### src/rtl/pool2x2_relu_pkg.sv
// Shared word/lane geometry, BRAM strobe constants, FSM state type and
// the per-lane ReLU helper used by the 2x2 max-pool stage.
package pool2x2_relu_pkg;

  localparam int WORD_W          = 32;
  localparam int LANE_W          = 8;
  localparam int LANES           = 4;
  localparam int BYTE_ADDR_SHIFT = 2;

  localparam logic [3:0] BRAM_WE_ALL  = 4'hF;
  localparam logic [3:0] BRAM_WE_NONE = 4'h0;

  typedef enum logic [2:0] {
    S_IDLE,
    S_RD0,
    S_RD1,
    S_RD2,
    S_RD3,
    S_CAP,
    S_WR,
    S_FIN
  } state_t;

  // Clamp every negative int8 lane of a packed word to zero.
  function automatic logic [WORD_W-1:0] relu_word(input logic [WORD_W-1:0] w);
    logic [WORD_W-1:0] r;
    r = w;
    for (int k = 0; k < LANES; k++) begin
      if (w[k*LANE_W + LANE_W - 1]) begin
        r[k*LANE_W +: LANE_W] = '0;
      end
    end
    return r;
  endfunction

endpackage

### src/rtl/pool2x2_relu_lane_max.sv
// Combinational lane-wise signed int8 maximum of two packed 4-lane words.
module pool_lane_max
  import pool2x2_relu_pkg::*;
(
  input  logic [WORD_W-1:0] a,
  input  logic [WORD_W-1:0] b,
  output logic [WORD_W-1:0] y
);

  // Pick the larger signed value independently in each lane.
  always_comb begin
    y = '0;
    for (int k = 0; k < LANES; k++) begin
      y[k*LANE_W +: LANE_W] =
        ($signed(a[k*LANE_W +: LANE_W]) >= $signed(b[k*LANE_W +: LANE_W])) ?
        a[k*LANE_W +: LANE_W] : b[k*LANE_W +: LANE_W];
    end
  end

endmodule

### src/rtl/pool2x2_relu.sv
// 2x2 / stride-2 max-pool with optional ReLU. Reads a packed int8x4 feature
// map from one BRAM and writes the pooled map to another, one output word
// every six cycles (four reads, one capture, one write).
module pool2x2_relu
  import pool2x2_relu_pkg::*;
#(
  parameter int          IN_H      = 10,
  parameter int          IN_W      = 10,
  parameter int          CH_GROUPS = 4,
  parameter logic [31:0] SRC_BASE  = 32'h0,
  parameter logic [31:0] DST_BASE  = 32'h0,
  parameter int          RELU_EN   = 1
) (
  input  logic        clk,
  input  logic        rst,
  input  logic        start,
  output logic        done,
  output logic [31:0] BRAM_SRC_ADDR,
  output logic        BRAM_SRC_EN,
  output logic [3:0]  BRAM_SRC_WE,
  output logic [31:0] BRAM_SRC_DIN,
  input  logic [31:0] BRAM_SRC_DOUT,
  output logic [31:0] BRAM_DST_ADDR,
  output logic        BRAM_DST_EN,
  output logic [3:0]  BRAM_DST_WE,
  output logic [31:0] BRAM_DST_DIN,
  input  logic [31:0] BRAM_DST_DOUT
);

  localparam int OUT_H = IN_H / 2;
  localparam int OUT_W = IN_W / 2;

  localparam logic [31:0] PLANE_WORDS = 32'(IN_H * IN_W);
  localparam logic [31:0] OUT_PLANE   = 32'(OUT_H * OUT_W);
  localparam logic [31:0] IN_W_W      = 32'(IN_W);
  localparam logic [31:0] OUT_W_W     = 32'(OUT_W);
  localparam logic [31:0] LAST_C      = 32'(OUT_W - 1);
  localparam logic [31:0] LAST_R      = 32'(OUT_H - 1);
  localparam logic [31:0] LAST_G      = 32'(CH_GROUPS - 1);

  state_t state, next_state;

  logic [31:0]       g_cnt, r_cnt, c_cnt;
  logic [31:0]       src_index, dst_index;
  logic [31:0]       dr, dc;
  logic [WORD_W-1:0] max_q, fold_y, pooled;
  logic              last_out;
  logic              unused_bits;

  assign last_out = (g_cnt == LAST_G) && (r_cnt == LAST_R) && (c_cnt == LAST_C);
  assign pooled   = (RELU_EN != 0) ? relu_word(max_q) : max_q;

  // The source BRAM is read-only and the destination read port is never used.
  assign BRAM_SRC_WE  = BRAM_WE_NONE;
  assign BRAM_SRC_DIN = '0;
  assign unused_bits  = ^{BRAM_DST_DOUT, r_cnt[31], c_cnt[31]};

  pool_lane_max u_lane_max (
    .a (max_q),
    .b (BRAM_SRC_DOUT),
    .y (fold_y)
  );

  // State register; reset drops straight to IDLE so no partial write escapes.
  always_ff @(posedge clk) begin
    if (rst) begin
      state <= S_IDLE;
    end else begin
      state <= next_state;
    end
  end

  // Fixed six-cycle sequence per output window, then a one-cycle FIN.
  always_comb begin
    next_state = state;
    unique case (state)
      S_IDLE:  next_state = start ? S_RD0 : S_IDLE;
      S_RD0:   next_state = S_RD1;
      S_RD1:   next_state = S_RD2;
      S_RD2:   next_state = S_RD3;
      S_RD3:   next_state = S_CAP;
      S_CAP:   next_state = S_WR;
      S_WR:    next_state = last_out ? S_FIN : S_RD0;
      S_FIN:   next_state = S_IDLE;
      default: next_state = S_IDLE;
    endcase
  end

  // Output position counters: column fastest, then row, then channel group.
  always_ff @(posedge clk) begin
    if (rst) begin
      g_cnt <= '0;
      r_cnt <= '0;
      c_cnt <= '0;
    end else if (state == S_IDLE && start) begin
      g_cnt <= '0;
      r_cnt <= '0;
      c_cnt <= '0;
    end else if (state == S_WR && !last_out) begin
      if (c_cnt == LAST_C) begin
        c_cnt <= '0;
        if (r_cnt == LAST_R) begin
          r_cnt <= '0;
          g_cnt <= g_cnt + 32'd1;
        end else begin
          r_cnt <= r_cnt + 32'd1;
        end
      end else begin
        c_cnt <= c_cnt + 32'd1;
      end
    end
  end

  // Running max: the first read word seeds the register, later ones fold in.
  always_ff @(posedge clk) begin
    if (rst) begin
      max_q <= '0;
    end else begin
      unique case (state)
        S_RD1:                max_q <= BRAM_SRC_DOUT;
        S_RD2, S_RD3, S_CAP:  max_q <= fold_y;
        default:              max_q <= max_q;
      endcase
    end
  end

  // Word indices of the current 2x2 window tap and of the output word.
  always_comb begin
    dr = '0;
    dc = '0;
    unique case (state)
      S_RD1:   dc = 32'd1;
      S_RD2:   dr = 32'd1;
      S_RD3: begin
        dr = 32'd1;
        dc = 32'd1;
      end
      default: ;
    endcase
    src_index = g_cnt * PLANE_WORDS
              + ({r_cnt[30:0], 1'b0} + dr) * IN_W_W
              + {c_cnt[30:0], 1'b0} + dc;
    dst_index = g_cnt * OUT_PLANE + r_cnt * OUT_W_W + c_cnt;
  end

  // BRAM strobes and done decoded from state; idle buses are held at zero.
  always_comb begin
    done          = 1'b0;
    BRAM_SRC_EN   = 1'b0;
    BRAM_SRC_ADDR = '0;
    BRAM_DST_EN   = 1'b0;
    BRAM_DST_WE   = BRAM_WE_NONE;
    BRAM_DST_ADDR = '0;
    BRAM_DST_DIN  = '0;
    unique case (state)
      S_RD0, S_RD1, S_RD2, S_RD3: begin
        BRAM_SRC_EN   = 1'b1;
        BRAM_SRC_ADDR = SRC_BASE + (src_index << BYTE_ADDR_SHIFT);
      end
      S_WR: begin
        BRAM_DST_EN   = 1'b1;
        BRAM_DST_WE   = BRAM_WE_ALL;
        BRAM_DST_ADDR = DST_BASE + (dst_index << BYTE_ADDR_SHIFT);
        BRAM_DST_DIN  = pooled;
      end
      S_FIN:   done = 1'b1;
      default: ;
    endcase
  end

endmodule

### config.mk
export PLATFORM = sky130hd
export DESIGN_NAME = pool2x2_relu
export DESIGN_NICKNAME = d
export VERILOG_FILES = /design/src/rtl/pool2x2_relu_pkg.sv /design/src/rtl/pool2x2_relu_lane_max.sv /design/src/rtl/pool2x2_relu.sv
export SDC_FILE = /design/constraint.sdc
export NUM_CORES = 1
export LEC_CHECK = 0
export CAP_MARGIN = 40
export CORE_UTILIZATION = 45
export CTS_CLUSTER_DIAMETER = 40
export DETAILED_ROUTE_END_ITERATION = 8
export PLACE_DENSITY = 0.63
export SYNTH_ARGS = -nofsm -noshare
export SYNTH_HDL_FRONTEND = slang
export SYNTH_SLANG_ARGS = --single-unit
### constraint.sdc
create_clock -name clk -period 8.2 [get_ports clk]
set_input_delay 2.05 -clock clk [delete_from_list [all_inputs] [get_ports clk]]
set_output_delay 2.05 -clock clk [all_outputs]
set_load 0.03 [all_outputs]
==> flow_summary.json <==
{
  "status": "complete, but fails checks",
  "violations": "design-rule violations",
  "wl_per_cell_um": 16.6,
  "cts_max_path_buffers": 2,
  "yosysSeqAreaShare": 0.149,
  "cp.required_ns": 6.15,
  "crit_top_cell": "ha_4",
  "grt.overflow.total": 0,
  "tightest_slew_ns": 0.769,
  "drive_above_1_share": 0.134,
  "synth_flop_cell": "dfxtp_1",
  "synth_xor_area_frac": 0.0933,
  "ys_types": 75,
  "synth_top_family_by_area": "adder cells",
  "drtPass1Iterations": 7,
  "drt_iter0_drc": 661,
  "num_io_pins": 206,
  "period_share": 0.998,
  "synth_edf_count": 0,
  "synth-simple-area-share": 0.171,
  "critPathCaptureType": "output pin",
  "syn_inst": 2038,
  "muxShareOfSynthArea": 0.0193,
  "crit_start": "g_cnt[3]$_SDFFE_PP0P_",
  "drc_errors": 2,
  "via_per_inst": 5.18,
  "rows": 72,
  "hold_start": "max_q[0]$_SDFFE_PP0P_",
  "cp_max_fo": 4,
  "maxCapViolCount": 0,
  "dp_hpwl_um": 37900,
  "start_util": 0.456,
  "vias": 14500,
  "holdWs_ns": 0.480,
  "dieWidth_um": 200,
  "power_mw": 1.66,
  "grt_use_total": 0.237,
  "dieArea_sq_um": 39900,
  "path_clk_slew_ns": 0.07,
  "insertion_delay_ns": 0.45,
  "routed_wl_um": 46400,
  "grt_pass1_vias": 14300,
  "ff_latch_area_sq_um": 2640,
  "rsz0062_at_grt": "true",
  "crit_buf_inv": 6,
  "relSlewSlack": 0.483,
  "fillers": 3479,
  "critPathSlowestCell": "fa_1",
  "hold_buffers": 0,
  "clock_sinks": 131,
  "cp-start-kind": "flop",
  "tritoncts": "yes",
  "slew_violations": 0,
  "clock_skew_ns": 0.0147,
  "finalSetupViolCount": 0,
  "async_flop_share": 0,
  "cts_root_buf": "clkbuf_16",
  "grt_max_degree": 61,
  "max_stage_delay_ns": 0.56,
  "max_freq_mhz": 122,
  "synth_adder_area_share": 0.366,
  "criticalPathCategory": "flop to output pin",
  "fin_util": 0.554,
  "critical_path.top_delay_family": "adder cells",
  "finalHoldViolations": 0,
  "synth_compound_gate_area_share": 0.111,
  "powerDensity_nw_per_um2": 77.3,
  "routabilityCongestion": 0.867,
  "fin_nets": 2749,
  "cts_made_buffers": 17,
  "worstPathArrival_ns": 6.13,
  "ys_ff_latch": 131,
  "ant_nets": 0,
  "htree_levels": 4,
  "r2r_start": "r_cnt[4]$_SDFFE_PP0P_",
  "multi_input_area_sq_um": 14300,
  "die_h_um": 200,
  "grt_antenna_before_repair": 1,
  "netlist_area_sq_um": 17600,
  "yosysWarnings": 0,
  "syn2layout_area_growth_pct": 21.7,
  "core_area_sq_um": 38600,
  "p_leak_nw": 10.9,
  "peakVddDrop_mv": 0.143,
  "hp-class": "flop to flop",
  "grt_pass1_wl_um": 73300,
  "syn_avg_cell_area_sq_um": 8.64,
  "fin_crit_ns": 8.18,
  "portBuffers": 129
}
## path summary, 6_finish.rpt
check                                 to  slack, ns  cells after the start
setup / recovery       BRAM_SRC_ADDR[28]       0.02                     28
hold reg to reg    max_q[0]$_SDFFE_PP0P_       0.48                      2
hold / removal     max_q[0]$_SDFFE_PP0P_       0.48                      2
setup reg to reg  g_cnt[29]$_SDFFE_PP0P_       4.27                     10
## cells in the mapped netlist (all sizes together) (3+ instances only)
| master | instances | area, sq um |
|---|---|---|
| a211oi | 12 | 95.1 |
| ha | 269 | 3370 |
| nor4 | 12 | 96.3 |
| xor2 | 71 | 622 |
| nand2 | 81 | 307 |
| dfxtp | 131 | 2620 |
| nand4 | 22 | 153 |
| a221oi | 4 | 35.0 |
| o21a | 11 | 82.6 |
| nand3 | 51 | 273 |
| or2 | 4 | 25.0 |
| and2 | 42 | 263 |
| o21bai | 15 | 113 |
| nor3 | 34 | 191 |
| a31oi | 6 | 52.6 |
| a21o | 60 | 450 |
| clkbuf | 25 | 93.8 |
| or3 | 19 | 124 |
| a31o | 3 | 26.3 |
| and4 | 5 | 43.8 |
| buf | 59 | 427 |
| mux2i | 34 | 340 |
| nor3b | 6 | 50.1 |
| and3 | 26 | 163 |
| xnor2 | 114 | 998 |
| nor2 | 209 | 795 |
| a21oi | 95 | 475 |
| o31ai | 5 | 37.5 |
| fa | 154 | 3080 |
| a2111oi | 4 | 41.3 |
| nor4b | 5 | 43.8 |
| nand2b | 64 | 400 |
| o41ai | 3 | 26.3 |
| o21ai | 59 | 295 |
| a22oi | 5 | 37.5 |
| inv | 283 | 1060 |
| o211ai | 9 | 67.6 |
| nor2b | 4 | 25.0 |
| a21boi | 4 | 30.0 |
## worst register-to-register path: stages (launching register included)
cell and delay (ns):
dfxtp_1 0.39, nor3_1 0.67, nand4_1 0.26, nor2_1 0.58, nand4_1 0.46, nor4_2 0.58
and4_1 0.34, and2_1 0.22, nand3_1 0.12, xor2_1 0.16, nor2_1 0.05
## registers in the layout, indices dropped and copies added (netlist names)
register,flops
c_cnt,32
g_cnt,32
max_q,32
r_cnt,32
state,3
## repair_timing
action                     CTS  global route
buffers inserted            10             7
resized for setup           78            86
setup endpoints to repair   16            20
pin swaps                   41            33
## cell families (layout without fill, tap and decap cells)
group | count (synthesis) | in the layout
compound gates | 306 | 306
fa+ha+maj | 423 | 423
mux | 34 | 34
buf+inv | 367 | 557
simple gates | 590 | 590
xor+xnor | 186 | 186
other cells | 1 | 47
flops | 131 | 131
## power breakdown
| part | switching, mW | internal (mW) |
|---|---|---|
| Combinational | 0.107 | 0.0688 |
| Sequential | 0.00917 | 0.647 |
| Clock | 0.332 | 0.493 |
| Total | 0.448 | 1.21 |
## per-layer routing
metal	up-vias	wire length, um	track usage
met2	232	23400	0.423
li1	7126	-	-
met1	7046	20100	0.290
met3	60	1490	0.0319
met4	0	1400	0.0882
met5	-	0	0
## cells in the final DEF (no fill, tap or decap), types with 17 or more instances in the layout
cell type,n
conb_1,44
a21oi_1,82
nand2b_1,64
mux2i_1,34
xor2_1,71
inv_1,270
ha_4,23
nor3_1,28
nand3_1,49
nor2_1,202
o21ai_0,33
clkbuf_16,17
nand2_1,77
a21o_1,60
or3_1,17
and3_1,25
dfxtp_1,121
xnor2_1,110
fa_1,152
ha_1,236
nand4_1,21
and2_1,41
buf_4,119
clkdlybuf4s50_1,111
## layout make-up
class                   instances  share of cell area
diodes                          3            0.000350
clock inverters                12             0.00736
well taps                     518              0.0302
multi-input cells            1583               0.665
repair buffers                243               0.103
inverters                     283              0.0498
clock buffers                  19              0.0211
flip-flops and latches        131               0.123
## through the flow
| step | instance area, sq um | setup TNS, ns | setup WS [ns] | std cells |
|---|---|---|---|---|
| after floorplan | 17800 | 0 | 0.112 | 2081 |
| after global placement | 19900 | -0.297 | -0.122 | 2737 |
| after detailed placement | 19900 | -0.608 | -0.209 | 2740 |
| after CTS | 21000 | -0.0698 | -0.0698 | 2781 |
| after global routing | 21400 | -1.10 | -0.245 | 2789 |
| final | 21400 | 0 | 0.0167 | 2792 |
No activity file was read; power rests on OpenSTA's default activity.
